[src/rtl/softex_red_sum_ctrl.sv]
// softex_red_sum_ctrl: sequencer for the softex FP reduction-sum datapath.
// It accepts one row command (element count, rounding mode) and streams
// ceil(len/VECT_WIDTH) input vectors into the datapath. Each beat carries a lane strobe.
// The final beat is tagged. The tagged (final) datapath result is captured and presented
// on the result handshake. The datapath accumulator is cleared before the next row.
//
// Ports:
//   clk_i, rst_i                  clock, asynchronous active-high reset
//   cmd_valid_i/cmd_ready_o       row command handshake (cmd_len_i, cmd_mode_i)
//   in_valid_i/in_ready_o         input vector handshake (in_data_i)
//   res_valid_o/res_ready_i       row result handshake (res_o)
//   busy_o                        high whenever the controller is not idle
//   dp_*_o / dp_*_i               datapath stream, control and result return
//
// IN_WIDTH / ACC_WIDTH are the bit widths of the element and accumulator FP formats.
// MODE_WIDTH is the width of the rounding-mode encoding.
module softex_red_sum_ctrl #(
    parameter int unsigned IN_WIDTH   = 16,
    parameter int unsigned ACC_WIDTH  = 32,
    parameter int unsigned MODE_WIDTH = 3,
    parameter int unsigned VECT_WIDTH = 16,
    parameter int unsigned LEN_WIDTH  = 16
) (
    input  logic                           clk_i,
    input  logic                           rst_i,
    input  logic                           cmd_valid_i,
    output logic                           cmd_ready_o,
    input  logic [LEN_WIDTH-1:0]           cmd_len_i,
    input  logic [MODE_WIDTH-1:0]          cmd_mode_i,
    input  logic                           in_valid_i,
    output logic                           in_ready_o,
    input  logic [VECT_WIDTH*IN_WIDTH-1:0] in_data_i,
    output logic                           res_valid_o,
    input  logic                           res_ready_i,
    output logic [ACC_WIDTH-1:0]           res_o,
    output logic                           busy_o,
    output logic                           dp_valid_o,
    input  logic                           dp_ready_i,
    output logic [VECT_WIDTH*IN_WIDTH-1:0] dp_vect_o,
    output logic [VECT_WIDTH-1:0]          dp_strb_o,
    output logic                           dp_tag_o,
    output logic [MODE_WIDTH-1:0]          dp_mode_o,
    output logic                           dp_enable_o,
    output logic                           dp_clear_o,
    input  logic                           dp_res_valid_i,
    input  logic [ACC_WIDTH-1:0]           dp_res_i,
    input  logic                           dp_res_tag_i,
    output logic                           dp_res_ready_o
);

    localparam int unsigned LOG_VW    = $clog2(VECT_WIDTH);
    // One extra bit so that the all-ones length rounds up without wrapping.
    localparam int unsigned CNT_WIDTH = LEN_WIDTH - LOG_VW + 1;
    localparam logic [LEN_WIDTH:0] LEN_RND_ADD = (LEN_WIDTH + 1)'(VECT_WIDTH - 1);

    typedef enum logic [2:0] {StInit, StIdle, StStream, StDrain, StOut, StClear} state_e;

    state_e                  state_q, state_d;
    logic [CNT_WIDTH-1:0]    cnt_q, cnt_d;
    logic [LOG_VW-1:0]       tail_q, tail_d;
    logic [MODE_WIDTH-1:0]   mode_q, mode_d;
    logic [ACC_WIDTH-1:0]    res_q, res_d;

    logic [CNT_WIDTH-1:0]    cmd_beats;
    logic                    beat_fire;
    logic                    last_beat;
    logic                    tag_hit;

    assign cmd_beats = CNT_WIDTH'(({1'b0, cmd_len_i} + LEN_RND_ADD) >> LOG_VW);
    assign last_beat = (cnt_q == CNT_WIDTH'(1));
    assign beat_fire = (state_q == StStream) && in_valid_i && dp_ready_i;
    assign tag_hit   = dp_res_valid_i && dp_res_tag_i;

    // State register
    always_ff @(posedge clk_i or posedge rst_i) begin
        if (rst_i) begin
            state_q <= StInit;
            cnt_q   <= '0;
            tail_q  <= '0;
            mode_q  <= '0;
            res_q   <= '0;
        end else begin
            state_q <= state_d;
            cnt_q   <= cnt_d;
            tail_q  <= tail_d;
            mode_q  <= mode_d;
            res_q   <= res_d;
        end
    end

    // Next-state logic
    always_comb begin
        state_d = state_q;
        cnt_d   = cnt_q;
        tail_d  = tail_q;
        mode_d  = mode_q;
        res_d   = res_q;
        unique case (state_q)
            StInit: state_d = StIdle;
            StIdle: begin
                if (cmd_valid_i) begin
                    mode_d = cmd_mode_i;
                    cnt_d  = cmd_beats;
                    tail_d = cmd_len_i[LOG_VW-1:0];
                    if (cmd_len_i == '0) begin
                        res_d   = '0;  // +0.0 in any IEEE-style format
                        state_d = StOut;
                    end else begin
                        state_d = StStream;
                    end
                end
            end
            StStream: begin
                if (beat_fire) begin
                    cnt_d = cnt_q - CNT_WIDTH'(1);
                    if (last_beat) begin
                        // A zero-latency datapath may return the tagged sum in this cycle.
                        if (tag_hit) begin
                            res_d   = dp_res_i;
                            state_d = StOut;
                        end else begin
                            state_d = StDrain;
                        end
                    end
                end
            end
            StDrain: begin
                if (tag_hit) begin
                    res_d   = dp_res_i;
                    state_d = StOut;
                end
            end
            StOut: begin
                if (res_ready_i) state_d = StClear;
            end
            StClear: state_d = StIdle;
            default: state_d = StInit;
        endcase
    end

    // Output logic
    always_comb begin
        cmd_ready_o    = (state_q == StIdle);
        busy_o         = (state_q != StIdle);
        in_ready_o     = (state_q == StStream) && dp_ready_i;
        dp_valid_o     = (state_q == StStream) && in_valid_i;
        dp_vect_o      = in_data_i;
        dp_tag_o       = (state_q == StStream) && last_beat;
        dp_mode_o      = mode_q;
        dp_enable_o    = (state_q == StStream) || (state_q == StDrain);
        dp_res_ready_o = (state_q == StStream) || (state_q == StDrain);
        dp_clear_o     = (state_q == StInit) || (state_q == StClear);
        res_valid_o    = (state_q == StOut);
        res_o          = res_q;
        dp_strb_o      = '1;
        // Partial last beat: enable only the low `tail` lanes.
        if ((state_q == StStream) && last_beat && (tail_q != '0)) begin
            for (int i = 0; i < VECT_WIDTH; i++) begin
                dp_strb_o[i] = (LOG_VW'(i) < tail_q);
            end
        end
    end

endmodule
[config.mk]
export PLATFORM = sky130hd
export DESIGN_NAME = softex_red_sum_ctrl
export DESIGN_NICKNAME = d
export VERILOG_FILES = /design/src/rtl/softex_red_sum_ctrl.sv
export SDC_FILE = /design/constraint.sdc
export NUM_CORES = 1
export LEC_CHECK = 0
export BUFFER_PORTS_ARGS = -buffer_cell sky130_fd_sc_hd__buf_2
export CORE_AREA = 2 2 243 245
export DETAILED_ROUTE_END_ITERATION = 10
export DIE_AREA = 0 0 245 247
export PLACE_DENSITY = 0.3
export SYNTH_ARGS = -nofsm -noshare
export SYNTH_HDL_FRONTEND = slang
export SYNTH_SLANG_ARGS = --single-unit
[constraint.sdc]
create_clock -name clk_i -period 1.79 [get_ports clk_i]
set_input_delay 0.358 -clock clk_i [delete_from_list [all_inputs] [get_ports clk_i]]
set_output_delay 0.358 -clock clk_i [all_outputs]
set_load 0.02 [all_outputs]
======== After elaboration in Yosys (flattened, before gate mapping) ========
Cells that the tools add are included.
cells by class
  mux-type cells .......................... 18
  equality and inequality tests ........... 13
  reduce and logical (&&, ||, !) cells .... 18
  $add $sub $neg .......................... 2
  $lt $le $gt $ge ......................... 16
operators with widths
  operator                                                                 count
  32-bit 2-to-1 mux                                                        5
  32-bit case mux with 3 select lines                                      1
  4-bit < comparator, first input constant                                 8
  13-bit 2-to-1 mux                                                        2
  13-bit case mux with 2 select lines                                      1
  3-bit 2-to-1 mux                                                         7
  16-bit by 4-bit adder with 17-bit output, second input constant          1
  16-bit zero test                                                         1
  3-bit by 4-bit < comparator with 1-bit output, first input constant      4
  16-bit 2-to-1 mux                                                        1
  3-bit case mux with 5 select lines                                       1
  13-bit by 1-bit equality test with 1-bit output, second input constant   1
  13-bit by 1-bit subtractor with 13-bit output, second input constant     1
  5-bit AND reduction                                                      2
  1-bit by 4-bit < comparator with 1-bit output, first input constant      2
  2-bit by 4-bit < comparator with 1-bit output, first input constant      2
  2-bit inequality test, second input constant                             4
  3-bit by 2-bit equality test with 1-bit output, second input constant    2
  3-bit equality test, second input constant                               2
  1-bit logical AND                                                        6
  2-bit by 1-bit inequality test with 1-bit output, second input constant  2
  4-bit nonzero test                                                       1
  3-bit by 1-bit equality test with 1-bit output, second input constant    1
  3-bit zero test                                                          1
  other kinds (7)                                                          8
word-level totals
  output and inout port bits .............. 316
  register bits ........................... 55
  logic and storage cells ................. 72
  bits of input ports ..................... 315

======== Depth between registers and ports, before layout ========
Gate-level depths: netlist of run 1.
  depth after elaboration ................. 5
  depth in mapped cells ................... 8
  depth with buffers taken out ............ 7

======== Worst setup path after synthesis of run 1 ========
Ideal clock, no wire load.
  path kind ............................... reg2out
  from .................................... register cnt_q[9]
  to ...................................... output port dp_strb_o[1]
  stages on the path, launching flop included .. 6
  path slack .............................. -0.568 ns
  required time ........................... 1.432 ns
  buffers on the path ..................... 0
  arrival ................................. 2.000 ns
  path through ............................ dfrtp_1 or3_4 nand4b_1 nor2_2 nand2_1 or3_1
on the way
  word-level cells in the longest chain between the ends .. 4
RTL lines
  item                                             line  source
  start: declaration                               59    logic [CNT_WIDTH-1:0] cnt_q, cnt_d;
  start signal: assignment                         84    cnt_q <= cnt_d;
  13-bit by 1-bit equality test with 1-bit output  70    assign last_beat = (cnt_q == CNT_WIDTH'(1));
  1-bit logical AND                                -
  named net dp_tag_o                               41    output logic dp_tag_o,
  1-bit logical AND                                157   if ((state_q == StStream) && last_beat && (tail_q != '0)) begin
  16-bit 2-to-1 mux                                157
  end: declaration                                 40    output logic [VECT_WIDTH-1:0] dp_strb_o,
The timed path passes the listed nets, and every way through them passes these cells.

======== Worst setup path in the final report of run 1 ========
  from .................................... register cnt_q[9]
  to ...................................... output port dp_strb_o[1]
on the way
  word-level cells in the longest chain between the ends .. 4
RTL lines
  item                                             line
  13-bit by 1-bit equality test with 1-bit output  70
  1-bit logical AND (2 in a row)                   157
  16-bit 2-to-1 mux                                157
Every way passes these cells.

==> flow_metrics.env, run 1 <==
export IMPL_status="complete, but fails checks"
export IMPL_violations="setup timing"
export IMPL_root_buffer="clkbuf_16"
export IMPL_num_rows=89
export IMPL_crit_family="simple AND/OR/NAND/NOR gates"
export IMPL_setup_tns_final_ns=-24.54
export IMPL_grt_setup_unrepaired="yes"
export IMPL_power_density_nw_per_um2=1570
export IMPL_multi_input_area_um2=1940
export IMPL_coreArea_um2=58200
export IMPL_dr_wl_met3_mm=2.14
export IMPL_nFillCells=6760
export IMPL_synth_most_common_cell="buf_4"
export IMPL_wl_per_cell_um=15.3
export IMPL_drt_iter0_drc=111
export IMPL_grt_pass1_vias=3977
export IMPL_end_kind="primary output"
export IMPL_dr_total_vias=3882
export IMPL_ys_ff_latch=55
export IMPL_clk_pin_slew_ns=0.09
export IMPL_fp_dieH_um=247
export IMPL_async_flop_share_pct=100
export IMPL_postSynthCellCount=617
export IMPL_area_growth_pct=27.1
export IMPL_grt_pass1_wl_mm=28.0
export IMPL_crit_path_frequent_cell="or3_4"
export IMPL_postRouteAntennaNets=0
export IMPL_clock_path_buffers=2
export IMPL_wl_met2_mm=8.58
export IMPL_maxUsedRoutingLayer="met5"
export IMPL_ys_warn_count=0
export IMPL_synth_edff_count=0
export IMPL_synth_top_area_cell="buf_4"
export IMPL_port_buffers=117
export IMPL_slowest_stage="dfrtp_1"
export IMPL_ir_worst_vdd_uv=1020
export IMPL_period_minus_slack_ns=2.47
export IMPL_final_nets=892
export IMPL_hold_viol_final=0
export IMPL_period_share_pct=138
export IMPL_required_ns=1.43
export IMPL_fin_skew_ns=0.0109
export IMPL_path_buf_inv=1
export IMPL_drc=0
export IMPL_dp_cells=1310
export IMPL_synth_top_area_share_pct=39.0
export IMPL_fp_dieW_um=245
export IMPL_vias_per_cell=2.88
export IMPL_clock_latency_ns=0.33
export IMPL_worst_hold_path_type="in2async"
export IMPL_timing_fmax_mhz=406
export IMPL_path_max_fanout=4
export IMPL_routed_wl_mm=20.6
export IMPL_ys_seq_area_share_pct=27.7
export IMPL_synth_distinct_cells=56
export IMPL_hpwl_mm=14.4
export IMPL_dr_pass1_iters=4
export IMPL_drive_above_1_share_pct=56.1
export IMPL_track_usage_pct=6.60
export IMPL_slowest_delay_ns=0.39
export IMPL_synth_cell_area_um2=4960
export IMPL_cts_buffers=5
export IMPL_maxSlewViolCount=0
export IMPL_fin_cells=1349
export IMPL_initial_core_util_pct=8.52
export IMPL_synthesis_nets=934
export IMPL_cts_htree_levels=2
export IMPL_regArea_um2=1380
export IMPL_cts_tree="yes"
export IMPL_ctsHoldBuffers=0
export IMPL_synthTopCellsByCount="buf_4 (258), o21ai_0 (81), nand2_1 (70), dfrtp_1 (55), nor2_1 (18)"
export IMPL_syn_avg_cell_area_um2=8.05
export IMPL_crit_type="reg2out"
export IMPL_final_setup_viol_count=57
export IMPL_ios=631
export IMPL_dieArea_um2=60500
export IMPL_antenna_cells=0
export IMPL_grt_max_degree=56
export IMPL_synth_area_top_cells="buf_4 (39%), dfrtp_1 (28%), o21ai_0 (8.2%)"
export IMPL_gp_congestion=0.677
export IMPL_critPathLaunchType="flop"
export IMPL_synthFlopType="dfrtp_1"
export IMPL_leakage_nw=2.61
export IMPL_arrival_ns=2.11
export IMPL_grt_overflow_total=0
export IMPL_wl_met1_mm=8.38
export IMPL_fin_ws_ns=-0.676
export IMPL_maxCapViolCount=0
export IMPL_antenna_found_initial=0
export IMPL_crit_path_cell_trace="or3_4 > nand4b_1 > nor2_4 > nand2_4 > or3_4 > buf_6"
export IMPL_cts_sinks=55
## per-layer routing
| metal | GRT usage, % | vias to the layer above |
|---|---|---|
| li1 | - | 1717 |
| met1 | 7.40 | 1779 |
| met2 | 9.11 | 258 |
| met3 | 3.25 | 126 |
| met4 | 5.88 | 2 |
| met5 | 0.490 | - |
## area by class of cell
type | count | area share (%)
timing repair buffer | 225 | 28.9
tap | 773 | 15.3
inverter | 11 | 0.694
clock inverter | 2 | 0.317
sequential | 55 | 21.8
clock buffer | 6 | 2.20
multi-input combinational | 277 | 30.8
## through the flow
stage                     area (µm²)  hold slack, ns  setup slack [ns]  utilization (%)  total power (W)
final                           6310          0.0305            -0.676             10.8          0.00992
after global routing            6310          0.0411            -0.793             10.8           0.0107
after CTS                       5860          0.0652            -0.730             10.1          0.00941
after detailed placement        5220           0.457            -0.463             8.97          0.00665
after global placement          5220           0.461            -0.425             8.97          0.00667
after floorplan                 4990           0.463            -0.341                -          0.00520
## placed cells by master (no fill, tap or decap), types with 2 or more instances in the layout
cell       count
buf_2         96
buf_4         77
nand2_1       66
dfrtp_1       55
o21ai_1       39
buf_6         36
o21ai_2       34
nor2_1        13
o21ai_0       10
buf_12        10
a21oi_1        9
nand3_1        8
inv_1          6
xor2_1         6
nor4_1         5
or2_4          5
nor2_4         5
a21oi_2        5
clkbuf_16      5
or3_4          4
inv_2          4
nand4_1        4
buf_16         4
nor3_1         3
nand2_2        3
and3_1         3
xnor2_1        3
nand3b_1       2
nand4b_1       2
o221ai_2       2
a21o_1         2
and3_4         2
o221ai_1       2
o211ai_1       2
a22oi_2        2
## where the power goes
| group | internal (W) | total (W) | switching, W |
|---|---|---|---|
| Combinational | 0.00308 | 0.00660 | 0.00352 |
| Sequential | 0.00180 | 0.00212 | 0.000328 |
| Clock | 0.000576 | 0.00120 | 0.000622 |
## flip-flops by register name (all words and copies together), names as in the netlist
| name | cells |
|---|---|
| tail_q | 4 |
| state_q | 3 |
| dp_mode_o | 3 |
| res_o | 32 |
| cnt_q | 13 |
## logic make-up after synthesis
logic type / share of synthesized area [%]
flops: 27.7
compound gates: 13.9
buf+inv: 41.8
simple gates: 14.3
fa+ha+maj: 0.504
other cells: 0.0755
xor+xnor: 1.76
## final timing paths
| path | depth (start not counted) | slack [ns] | start | end |
|---|---|---|---|---|
| worst min-delay path | 3 | 0.03 | rst_i | dp_mode_o[2] |
| min in group clk_i | 3 | 0.21 | cmd_mode_i[2] | dp_mode_o[2] |
| worst max register to register | 10 | -0.51 | cnt_q[9] | res_o[11] |
| worst max-delay path | 6 | -0.68 | cnt_q[9] | dp_strb_o[1] |
| max in group asynchronous | 3 | 1.35 | rst_i | res_o[2] |
| worst min register to register | 2 | 0.48 | dp_mode_o[1] | dp_mode_o[1] |
## what timing repair did
item | in CTS | in global routing
gates resized for setup | 118 | 111
setup buffers | 14 | 12
gates cloned | 7 | 0
pin swaps | 39 | 19
endpoints found under the hold margin | 0 | 0
endpoints found under the setup margin | 65 | 69
## tightest hold or removal path, delay by kind of cell
| kind | cells | cell delay (ns) |
|---|---|---|
| buffers and inverters | 3 | 0.42 |
Note: power is estimated with default switching activity, not from simulation.
==> run 2, diff against run 1 <==
MAX_ROUTING_LAYER = met4   (was not set)
==> flow_metrics.env, run 2 (synthesis gave the netlist of run 1 again) <==
export IMPL_maxCapViolCount=0
export IMPL_clk_pin_slew_ns=0.09
export IMPL_hpwl_mm=14.4
export IMPL_vias_per_cell=2.89
export IMPL_slowest_stage="dfrtp_1"
export IMPL_most_common_layout_cells="buf_2 (96), buf_4 (77), nand2_1 (66)"
export IMPL_power_density_nw_per_um2=1570
export IMPL_violations="setup timing"
export IMPL_dr_total_vias=3895
export IMPL_period_minus_slack_ns=2.47
export IMPL_maxUsedRoutingLayer="met4"
export IMPL_grt_overflow_total=0
export IMPL_final_core_util_pct=10.8
export IMPL_gp_congestion=0.684
export IMPL_regArea_um2=1380
export IMPL_clock_path_buffers=2
export IMPL_ir_worst_vdd_uv=1020
export IMPL_ios=631
export IMPL_path_max_fanout=4
export IMPL_slew_headroom_pct=66.5
export IMPL_grt_max_degree=56
export IMPL_track_usage_pct=6.79
export IMPL_largest_reg_flops=32
export IMPL_r2r_end="res_o[11]"
export IMPL_cts_buffers=5
export IMPL_final_common_cell="buf_2"
export IMPL_maxSlewViolCount=0
export IMPL_wl_per_cell_um=15.3
export IMPL_period_share_pct=138
export IMPL_required_ns=1.43
export IMPL_fp_dieW_um=245
export IMPL_multi_input_area_um2=1940
export IMPL_dr_wl_met3_mm=2.15
export IMPL_area_growth_pct=27.1
export IMPL_ctsHoldBuffers=0
export IMPL_fp_dieH_um=247
export IMPL_dr_pass1_iters=4
export IMPL_drive_above_1_share_pct=56.1
export IMPL_antenna_cells=0
export IMPL_routed_wl_mm=20.6
export IMPL_worstMarginPinSlew_ns=0.503
export IMPL_drc=0
export IMPL_antenna_found_initial=0
export IMPL_cts_tree="yes"
export IMPL_fin_area_um2=6310
export IMPL_postRouteAntennaNets=0
export IMPL_root_buffer="clkbuf_16"
export IMPL_r2r_slack_ns=-0.51
export IMPL_final_nets=892
export IMPL_crit_type="reg2out"
export IMPL_grt_setup_unrepaired="yes"
export IMPL_grt_pass1_wl_mm=28.0
export IMPL_coreArea_um2=58200
export IMPL_critPathLaunchType="flop"
export IMPL_wl_met1_mm=8.41
export IMPL_fin_skew_ns=0.00940
export IMPL_end_kind="primary output"
export IMPL_wl_met2_mm=8.52
export IMPL_timing_fmax_mhz=406
export IMPL_worstSetupEndpoint="dp_strb_o[1]"
export IMPL_port_buffers=117
export IMPL_holdWs_ns=0.0313
export IMPL_arrival_ns=2.11
export IMPL_num_rows=89
export IMPL_clock_latency_ns=0.33
export IMPL_cts_sinks=55
export IMPL_cp_startpoint="cnt_q[9]"
export IMPL_status="complete, but fails checks"
export IMPL_regToRegStartpoint="cnt_q[9]"
export IMPL_finalPower_w=0.00993
export IMPL_slowest_delay_ns=0.39
export IMPL_r2r_cells=10
export IMPL_dieArea_um2=60500
export IMPL_nFillCells=6760
export IMPL_dpl_cell_area_um2=5220
export IMPL_crit_path_cell_trace="or3_4 > nand4b_1 > nor2_4 > nand2_4 > or3_4 > buf_6"
export IMPL_grt_pass1_vias=3970
export IMPL_final_setup_viol_count=57
export IMPL_drt_iter0_drc=100
export IMPL_worst_hold_path_type="in2async"
export IMPL_leakage_nw=2.61
export IMPL_cts_htree_levels=2
export IMPL_initial_core_util_pct=8.52
export IMPL_crit_path_frequent_cell="or3_4"
export IMPL_hold_viol_final=0
export IMPL_fin_ws_ns=-0.676
==> run 2: how the worst min path moves through the flow <==
stage	end	slack, ns	depth (start not counted)
after floorplan	dp_mode_o[0]	0.46	2
after global placement	dp_mode_o[2]	0.46	3
after detailed placement	dp_mode_o[2]	0.46	3
after CTS	dp_mode_o[2]	0.07	3
after global routing	dp_mode_o[2]	0.04	3
final	dp_mode_o[2]	0.03	3
==> run 2: stage by stage <==
step	setup slack (ns)	setup TNS, ns	std cells
3_5_place_dp	-0.463	-20.17	1310
6_report	-0.676	-24.49	1349
5_1_grt	-0.793	-30.91	1349
2_1_floorplan	-0.341	-3.69	617
4_1_cts	-0.730	-23.46	1339
3_3_place_gp	-0.425	-19.89	1310
==> run 2: layer usage <==
| layer | global-route usage [%] | vias up |
|---|---|---|
| met5 | - | - |
| met2 | 9.10 | 255 |
| met4 | 5.88 | 0 |
| li1 | - | 1717 |
| met1 | 7.47 | 1795 |
| met3 | 3.22 | 128 |
==> run 2: what timing repair did <==
item,4_1_cts,5_1_grt
setup buffers,14,12
gates cloned,7,0
endpoints found under the hold margin,0,0
resized for setup,118,111
pin swaps,39,19
setup endpoints to repair,65,69
==> run 2: area by class of cell <==
type | instances | share of cell area [%]
Clock buffer | 6 | 2.20
Clock inverter | 2 | 0.317
Inverter | 11 | 0.694
Multi-Input combinational cell | 277 | 30.8
Sequential cell | 55 | 21.8
Tap cell | 773 | 15.3
Timing Repair Buffer | 225 | 28.9
==> run 2: power by group <==
group          total [W]  leakage (nW)  switching, W  internal [W]
Clock            0.00120        0.0790      0.000621      0.000576
Combinational    0.00661          1.83       0.00353       0.00308
Sequential       0.00212         0.702      0.000328       0.00180
==> run 2: critical path: cells and delay by family, from the launching register on <==
family	cells	cell delay, ns
buf+inv	1	0.14
flops	1	0.39
simple gates	5	1.25
